## config.mk

```make
export PLATFORM = sky130hd
export DESIGN_NAME = dmem_access_ctrl_flat
export DESIGN_NICKNAME = d
export VERILOG_FILES = /design/src/rtl/dmem_access_ctrl_if.sv /design/src/rtl/dmem_access_ctrl.sv /design/src/flat_wrapper.sv
export SDC_FILE = /design/constraint.sdc
export NUM_CORES = 1
export LEC_CHECK = 0
export BUFFER_PORTS_ARGS = -buffer_cell sky130_fd_sc_hd__buf_2
export CAP_MARGIN = 20
export CORE_UTILIZATION = 44
export DETAILED_ROUTE_END_ITERATION = 6
export PLACE_DENSITY = 0.76
export SYNTH_ARGS = -nofsm -noshare
export SYNTH_HDL_FRONTEND = slang
export SYNTH_SLANG_ARGS = --single-unit
```

## constraint.sdc

```tcl
create_clock -name in_clk -period 1.6 [get_ports in_clk]
set_input_delay 0 -clock in_clk [delete_from_list [all_inputs] [get_ports in_clk]]
set_output_delay 0 -clock in_clk [all_outputs]
set_load 0.1 [all_outputs]
```

## src/rtl/dmem_access_ctrl_if.sv

```systemverilog
// Request/response and data-memory signal bundle for dmem_access_ctrl.
// The slave modport is the controller's view; master is the core/memory side.
interface dmem_access_ctrl_if #(
  parameter int DATA_WIDTH = 64
);
  logic                  in_req_valid;
  logic                  out_req_ready;
  logic                  in_req_we;
  logic [2:0]            in_req_funct3;
  logic [DATA_WIDTH-1:0] in_req_addr;
  logic [DATA_WIDTH-1:0] in_req_wdata;
  logic                  out_resp_valid;
  logic [DATA_WIDTH-1:0] out_resp_rdata;
  logic                  out_resp_err;
  logic [DATA_WIDTH-1:0] out_mem_addr;
  logic [DATA_WIDTH-1:0] out_mem_data;
  logic                  out_mem_wr_en;
  logic [DATA_WIDTH-1:0] in_mem_data;

  modport master (
    output in_req_valid, in_req_we, in_req_funct3, in_req_addr, in_req_wdata, in_mem_data,
    input  out_req_ready, out_resp_valid, out_resp_rdata, out_resp_err,
           out_mem_addr, out_mem_data, out_mem_wr_en
  );

  modport slave (
    input  in_req_valid, in_req_we, in_req_funct3, in_req_addr, in_req_wdata, in_mem_data,
    output out_req_ready, out_resp_valid, out_resp_rdata, out_resp_err,
           out_mem_addr, out_mem_data, out_mem_wr_en
  );
endinterface

```

## src/rtl/dmem_access_ctrl.sv

```systemverilog
// Load/store controller for a byte-addressed 64-bit memory: read-modify-write for
// narrow stores, extended loads, and error responses that never touch memory.
module dmem_access_ctrl #(
  parameter int          DATA_WIDTH = 64,
  parameter logic [63:0] MEM_BYTES  = 64'd1048577
) (
  input  logic                in_clk,
  input  logic                in_rst_n,
  dmem_access_ctrl_if.slave   bus
);

  typedef enum logic [1:0] {
    ST_IDLE  = 2'd0,
    ST_READ  = 2'd1,
    ST_WRITE = 2'd2,
    ST_RESP  = 2'd3
  } state_t;

  state_t                state_r;
  state_t                state_nxt_s;
  logic                  we_r;
  logic [2:0]            funct3_r;
  logic [DATA_WIDTH-1:0] wdata_r;
  logic                  hs_s;
  logic                  req_err_s;

  logic [DATA_WIDTH-1:0] mem_addr_r, mem_addr_nxt_s;
  logic [DATA_WIDTH-1:0] mem_data_r, mem_data_nxt_s;
  logic                  mem_wr_en_r, mem_wr_en_nxt_s;
  logic                  resp_valid_r, resp_valid_nxt_s;
  logic                  resp_err_r, resp_err_nxt_s;
  logic [DATA_WIDTH-1:0] resp_rdata_r, resp_rdata_nxt_s;

  function automatic logic req_error(input logic we, input logic [2:0] f3,
                                     input logic [DATA_WIDTH-1:0] addr);
    logic [DATA_WIDTH-1:0] mask;
    mask = (DATA_WIDTH'(1) << f3[1:0]) - DATA_WIDTH'(1);
    // Every access spans 8 bytes of memory, so the range limit ignores size.
    return ((addr & mask) != {DATA_WIDTH{1'b0}}) ||
           (addr > (MEM_BYTES - 64'd8)) ||
           (!we && (f3 == 3'b111)) ||
           (we && f3[2]);
  endfunction

  function automatic logic [DATA_WIDTH-1:0] load_extend(input logic [2:0] f3,
                                                        input logic [DATA_WIDTH-1:0] d);
    logic [DATA_WIDTH-1:0] r;
    case (f3)
      3'b000:  r = {{(DATA_WIDTH-8){d[7]}}, d[7:0]};
      3'b001:  r = {{(DATA_WIDTH-16){d[15]}}, d[15:0]};
      3'b010:  r = {{(DATA_WIDTH-32){d[31]}}, d[31:0]};
      3'b011:  r = d;
      3'b100:  r = {{(DATA_WIDTH-8){1'b0}}, d[7:0]};
      3'b101:  r = {{(DATA_WIDTH-16){1'b0}}, d[15:0]};
      3'b110:  r = {{(DATA_WIDTH-32){1'b0}}, d[31:0]};
      default: r = {DATA_WIDTH{1'b0}};
    endcase
    return r;
  endfunction

  function automatic logic [DATA_WIDTH-1:0] store_merge(input logic [1:0] sz,
                                                        input logic [DATA_WIDTH-1:0] old,
                                                        input logic [DATA_WIDTH-1:0] wd);
    logic [DATA_WIDTH-1:0] r;
    case (sz)
      2'b00:   r = {old[DATA_WIDTH-1:8], wd[7:0]};
      2'b01:   r = {old[DATA_WIDTH-1:16], wd[15:0]};
      2'b10:   r = {old[DATA_WIDTH-1:32], wd[31:0]};
      2'b11:   r = wd;
      default: r = wd;
    endcase
    return r;
  endfunction

  assign hs_s      = (state_r == ST_IDLE) && bus.in_req_valid;
  // Evaluated on the values being latched this edge, so errors answer one cycle later.
  assign req_err_s = req_error(bus.in_req_we, bus.in_req_funct3, bus.in_req_addr);

  assign bus.out_req_ready  = (state_r == ST_IDLE) && in_rst_n;
  assign bus.out_resp_valid = resp_valid_r;
  assign bus.out_resp_err   = resp_err_r;
  assign bus.out_resp_rdata = resp_rdata_r;
  assign bus.out_mem_addr   = mem_addr_r;
  assign bus.out_mem_data   = mem_data_r;
  assign bus.out_mem_wr_en  = mem_wr_en_r;

  // Request latch, loaded on the accepting edge.
  always_ff @(posedge in_clk or negedge in_rst_n) begin
    if (!in_rst_n) begin
      we_r     <= 1'b0;
      funct3_r <= 3'b000;
      wdata_r  <= {DATA_WIDTH{1'b0}};
    end else if (hs_s) begin
      we_r     <= bus.in_req_we;
      funct3_r <= bus.in_req_funct3;
      wdata_r  <= bus.in_req_wdata;
    end else begin
      we_r     <= we_r;
      funct3_r <= funct3_r;
      wdata_r  <= wdata_r;
    end
  end

  // State register.
  always_ff @(posedge in_clk or negedge in_rst_n) begin
    if (!in_rst_n) begin
      state_r <= ST_IDLE;
    end else begin
      state_r <= state_nxt_s;
    end
  end

  // Next-state logic.
  always_comb begin
    state_nxt_s = state_r;
    case (state_r)
      ST_IDLE: begin
        if (hs_s) begin
          state_nxt_s = req_err_s ? ST_RESP : ST_READ;
        end else begin
          state_nxt_s = ST_IDLE;
        end
      end
      ST_READ:  state_nxt_s = we_r ? ST_WRITE : ST_RESP;
      ST_WRITE: state_nxt_s = ST_RESP;
      ST_RESP:  state_nxt_s = ST_IDLE;
      default:  state_nxt_s = ST_IDLE;
    endcase
  end

  // Next values of the registered outputs; the read data doubles as the merge buffer.
  always_comb begin
    mem_addr_nxt_s   = mem_addr_r;
    mem_data_nxt_s   = mem_data_r;
    mem_wr_en_nxt_s  = 1'b0;
    resp_valid_nxt_s = 1'b0;
    resp_err_nxt_s   = 1'b0;
    resp_rdata_nxt_s = {DATA_WIDTH{1'b0}};
    case (state_r)
      ST_IDLE: begin
        if (hs_s && req_err_s) begin
          resp_valid_nxt_s = 1'b1;
          resp_err_nxt_s   = 1'b1;
        end else if (hs_s) begin
          mem_addr_nxt_s = bus.in_req_addr;
        end else begin
          mem_addr_nxt_s = mem_addr_r;
        end
      end
      ST_READ: begin
        if (we_r) begin
          mem_data_nxt_s  = store_merge(funct3_r[1:0], bus.in_mem_data, wdata_r);
          mem_wr_en_nxt_s = 1'b1;
        end else begin
          resp_valid_nxt_s = 1'b1;
          resp_rdata_nxt_s = load_extend(funct3_r, bus.in_mem_data);
        end
      end
      ST_WRITE: resp_valid_nxt_s = 1'b1;
      ST_RESP:  resp_valid_nxt_s = 1'b0;
      default:  resp_valid_nxt_s = 1'b0;
    endcase
  end

  // Output registers; the async clear drops the write strobe without waiting for a clock.
  always_ff @(posedge in_clk or negedge in_rst_n) begin
    if (!in_rst_n) begin
      mem_addr_r   <= {DATA_WIDTH{1'b0}};
      mem_data_r   <= {DATA_WIDTH{1'b0}};
      mem_wr_en_r  <= 1'b0;
      resp_valid_r <= 1'b0;
      resp_err_r   <= 1'b0;
      resp_rdata_r <= {DATA_WIDTH{1'b0}};
    end else begin
      mem_addr_r   <= mem_addr_nxt_s;
      mem_data_r   <= mem_data_nxt_s;
      mem_wr_en_r  <= mem_wr_en_nxt_s;
      resp_valid_r <= resp_valid_nxt_s;
      resp_err_r   <= resp_err_nxt_s;
      resp_rdata_r <= resp_rdata_nxt_s;
    end
  end

endmodule

```

## src/flat_wrapper.sv

```systemverilog
// flat-port wrapper written by rule: the top's interface ports become plain ports
module dmem_access_ctrl_flat 
#(
  parameter int          DATA_WIDTH = 64,
  parameter logic [63:0] MEM_BYTES  = 64'd1048577
)
  (in_clk, in_rst_n, bus_in_req_valid, bus_in_req_we, bus_in_req_funct3, bus_in_req_addr, bus_in_req_wdata, bus_in_mem_data, bus_out_req_ready, bus_out_resp_valid, bus_out_resp_rdata, bus_out_resp_err, bus_out_mem_addr, bus_out_mem_data, bus_out_mem_wr_en);
  dmem_access_ctrl_if #(.DATA_WIDTH(DATA_WIDTH)) bus_i ();
  input  logic in_clk;
  input  logic in_rst_n;
  input wire logic [$bits(bus_i.in_req_valid)-1:0] bus_in_req_valid;
  input wire logic [$bits(bus_i.in_req_we)-1:0] bus_in_req_we;
  input wire logic [$bits(bus_i.in_req_funct3)-1:0] bus_in_req_funct3;
  input wire logic [$bits(bus_i.in_req_addr)-1:0] bus_in_req_addr;
  input wire logic [$bits(bus_i.in_req_wdata)-1:0] bus_in_req_wdata;
  input wire logic [$bits(bus_i.in_mem_data)-1:0] bus_in_mem_data;
  output wire logic [$bits(bus_i.out_req_ready)-1:0] bus_out_req_ready;
  output wire logic [$bits(bus_i.out_resp_valid)-1:0] bus_out_resp_valid;
  output wire logic [$bits(bus_i.out_resp_rdata)-1:0] bus_out_resp_rdata;
  output wire logic [$bits(bus_i.out_resp_err)-1:0] bus_out_resp_err;
  output wire logic [$bits(bus_i.out_mem_addr)-1:0] bus_out_mem_addr;
  output wire logic [$bits(bus_i.out_mem_data)-1:0] bus_out_mem_data;
  output wire logic [$bits(bus_i.out_mem_wr_en)-1:0] bus_out_mem_wr_en;
  assign bus_i.in_req_valid = bus_in_req_valid;
  assign bus_i.in_req_we = bus_in_req_we;
  assign bus_i.in_req_funct3 = bus_in_req_funct3;
  assign bus_i.in_req_addr = bus_in_req_addr;
  assign bus_i.in_req_wdata = bus_in_req_wdata;
  assign bus_i.in_mem_data = bus_in_mem_data;
  assign bus_out_req_ready = bus_i.out_req_ready;
  assign bus_out_resp_valid = bus_i.out_resp_valid;
  assign bus_out_resp_rdata = bus_i.out_resp_rdata;
  assign bus_out_resp_err = bus_i.out_resp_err;
  assign bus_out_mem_addr = bus_i.out_mem_addr;
  assign bus_out_mem_data = bus_i.out_mem_data;
  assign bus_out_mem_wr_en = bus_i.out_mem_wr_en;
  dmem_access_ctrl #(.DATA_WIDTH(DATA_WIDTH), .MEM_BYTES(MEM_BYTES)) u_core (.in_clk(in_clk), .in_rst_n(in_rst_n), .bus(bus_i));
endmodule
```

==> metrics.csv <==
stage,metric,value,unit
outcome,status,"finished, violations left",
outcome,violations,"hold timing, setup timing",
grt,grt_antenna_before_repair,1,
grt,grt_pass1_wl,50380,microns
worst_setup_path,worstPathArrival,2030,ps
sta,whs,-19.49,ps
drt,routed_wl,33740,microns
yosys,synth_top_family_by_area,multiplexers,
power_and_ir_drop,internal_power,0.01719,W
sta,fin_ws,-16.85,ps
sta,relSlewSlack,0.6188,
floorplanning,row_count,55,
yosys,ys_seq_area_frac,0.6463,
yosys,yosysUniqueCellTypes,32,
drt,vias_per_cell,5.150,
sta,hold_violations,1,
power_and_ir_drop,power_switching,0.01593,W
cts,clkTransAtPathRegs,70,ps
yosys,synth_simple_gate_area_frac,0.09866,
floorplanning,die_y,154.7,microns
worst_setup_path,startpoint_type,register,
final_layout,syn_to_final_growth,55.18,%
worst_setup_path,crit_type,reg2reg,
grt,grtUsageTotal,0.2702,
min_path,min_path_type,in2reg,
yosys,yosys_warnings,0,
job,cap_violations,0,
drt,drtIter0Drc,546,
worst_setup_path,cp-end-kind,register,
grt,met2_usage,0.4768,
grt,grt_pass1_vias,9489,
sta,setup_viol,7,
worst_setup_path,path_max_fanout,8,
grt,grt_busiest_layer,met2,
drt,ant_nets,0,
yosys,syn-cell-area,10260,sq um
yosys,synth_area_leaders,"dfrtp_1, mux2_2, mux2i_1",
yosys,synth_compound_area_frac,0.06085,
grt,overflow,0,
yosys,synth_top_area_share,0.6463,
drt,vias,8894,
power_and_ir_drop,p_clk_frac,0.209,
placement,dpl.hpwl,20140,microns
cts,cts_root_buf,clkbuf_16,
power_and_ir_drop,p_sw_frac,0.4809,
yosys,ys.flop_type,dfrtp_1,
cts,h-tree-depth,1,
power_and_ir_drop,seq_power_share,0.295,
drt,drt-pass1-iter-count,6,
cts,cts_tree,done,
cts,clock_path_buffers,3,
grt,use_met1,0.3053,
sta,rsz0062_at_grt,yes,
final_layout,nets,1594,
sta,fin_worst_skew,9.395,ps
grt,grt_use_met3,0.05492,
sta,fin_crit_sh,1.011,
cts,clock-sinks,265,
sta,maxSlewViolCount,0,
final_layout,drive_above_1_share,0.4494,
cts,numCtsBuffers,28,
floorplanning,ios,395,
yosys,synth_nets,1009,
worst_setup_path,r2r_slack,-20,ps
cts,clk_latency,530,ps
yosys,synthAdderAreaFrac,0.003659,
sta,final.setup.tns,-47.76,ps
drt,wl_per_cell,19.54,microns
sta,fmax,0.6185,GHz
worst_setup_path,timing.critical_path.required,2020,ps
yosys,synthCells,807,
grt,grt_max_degree,101,
power_and_ir_drop,ir_worst_vdd,1.667,mV
yosys,synth_mux_area_frac,0.1678,
power_and_ir_drop,p_leak,8.254,nW
sta,period_needed,1617,ps
yosys,synth_seq_cells,265,
yosys,synth_top_cell_by_area,dfrtp_1,
placement,numPortBuffers,394,
yosys,synthXorXnorAreaFrac,0,
yosys,synth.avg_cell_area,12.71,sq um
power_and_ir_drop,comb_power_share,0.496,
sta,worst_pin_slew,571.8,ps
floorplanning,core,22780,sq um
floorplanning,fp.dieArea,23930,sq um
yosys,synth-edff-count,0,
power_and_ir_drop,p_per_area,2080,nW/um^2
drt,drc,0,
floorplanning,die_w,154.7,microns
yosys,synthArstFlopShare,1.000,
placement,gp_congestion,0.8605,
floorplanning,start_util,0.4504,
## critical path, cell delays in order, from the launching register on
cell and delay, ps:
dfrtp_1 380, inv_2 90, ha_4 170, nand2_8 60
nand4b_4 260, clkbuf_16 240, mux2_4 310
## cell usage in the layout (no fill, tap or decap), types with 5 or more instances in the layout
cell / instances
a21oi_1: 110
and2_1: 28
and2_4: 21
and3_1: 8
buf_12: 17
buf_2: 384
buf_4: 36
clkbuf_16: 34
clkbuf_8: 7
clkinv_2: 5
dfrtp_1: 265
dlygate4sd3_1: 154
mux2_2: 76
mux2_4: 20
mux2i_1: 58
nand2_1: 52
nand4_1: 6
nor2_1: 64
nor4_1: 11
## per-stage QoR
stage               setup WS [ps]  instances  power [W]    util  cell area, sq um
finish                     -16.85       1727    0.03312  0.6990             15920
global route               -48.89       1727    0.03441  0.6990             15920
CTS                         5.668       1717    0.03276  0.6840             15580
detailed placement         -227.2       1511    0.02545  0.5713             13010
global placement           -174.0       1511    0.02512  0.5713             13010
floorplan                   10.36        807    0.02178       -             10280
## path summary, 6_finish.rpt
kind / startpoint / endpoint / depth (start not counted)
min reg2reg: u_core.bus.out_mem_addr[29] / u_core.bus.out_mem_addr[29] / 1
min in group asynchronous: in_rst_n / u_core.bus.out_resp_rdata[9] / 3
min: bus_in_req_addr[2] / u_core.bus.out_mem_addr[2] / 3
max reg2reg: u_core.state_r[1] / u_core.bus.out_mem_addr[16] / 6
max in group asynchronous: in_rst_n / u_core.bus.out_resp_rdata[58] / 3
max: u_core.state_r[1] / u_core.bus.out_mem_addr[16] / 6
## cell usage after synthesis, drive strengths merged, types with 2 or more instances
| master | number |
|---|---|
| nand4 | 6 |
| and2 | 49 |
| nand2b | 2 |
| inv | 6 |
| ha | 3 |
| mux2i | 58 |
| nor4 | 12 |
| o21ai | 3 |
| mux2 | 96 |
| dfrtp | 265 |
| clkbuf | 29 |
| nand2 | 55 |
| nor2 | 67 |
| buf | 22 |
| and3 | 8 |
| a21oi | 114 |
## state kept, by name (all words and copies together) (netlist names)
register / flops
u_core.we_r: 1
u_core.state_r: 2
u_core.bus.out_mem_addr: 64
u_core.bus.out_resp_valid: 1
u_core.bus.out_resp_err: 1
u_core.wdata_r: 64
u_core.bus.out_mem_data: 64
u_core.bus.out_resp_rdata: 64
u_core.funct3_r: 3
u_core.bus.out_mem_wr_en: 1
## area by class of cell
cell class | instances | area [sq um]
antenna | 1 | 2.502
clock buffer | 40 | 837.1
clock inverter | 11 | 161.4
fill | 1487 | 6857
inverter | 6 | 22.52
multi-input combinational | 487 | 3578
sequential | 265 | 6631
tap | 313 | 391.6
timing repair buffer | 604 | 4297
## per-layer routing
layer / part of all wire / vias up / routed length, microns
met1: 0.37 / 4359 / 12520
met5: 0 / - / 0
met4: 0.054 / 0 / 1817
met2: 0.51 / 471 / 17130
met3: 0.067 / 119 / 2277
li1: - / 3945 / -
## kinds of logic after synthesis
logic type                 after synthesis
adders and majority gates                3
AOI/OAI and AO/OA                      122
DFF                                    265
and+or+nand+nor                        206
buffers and inverters                   57
muxes                                  154
## power groups by stage
stage,registers [W],logic [W],clock network (W)
after floorplan,0.0174,0.00439,0
after global placement,0.00966,0.0155,0
after detailed placement,0.00977,0.0157,0
after CTS,0.00967,0.0161,0.00703
after global routing,0.00996,0.0171,0.00730
final,0.00977,0.0164,0.00692
## repair_timing
item / in CTS / in global routing
setup buffers: 0 / 6
pin swaps: 0 / 26
gates resized for setup: 5 / 43
cloned: 0 / 9
hold buffers: 155 / 2
hold endpoints to repair: 475 / 2
endpoints found under the setup margin: 11 / 119
Power figures use the tool's default switching activity.
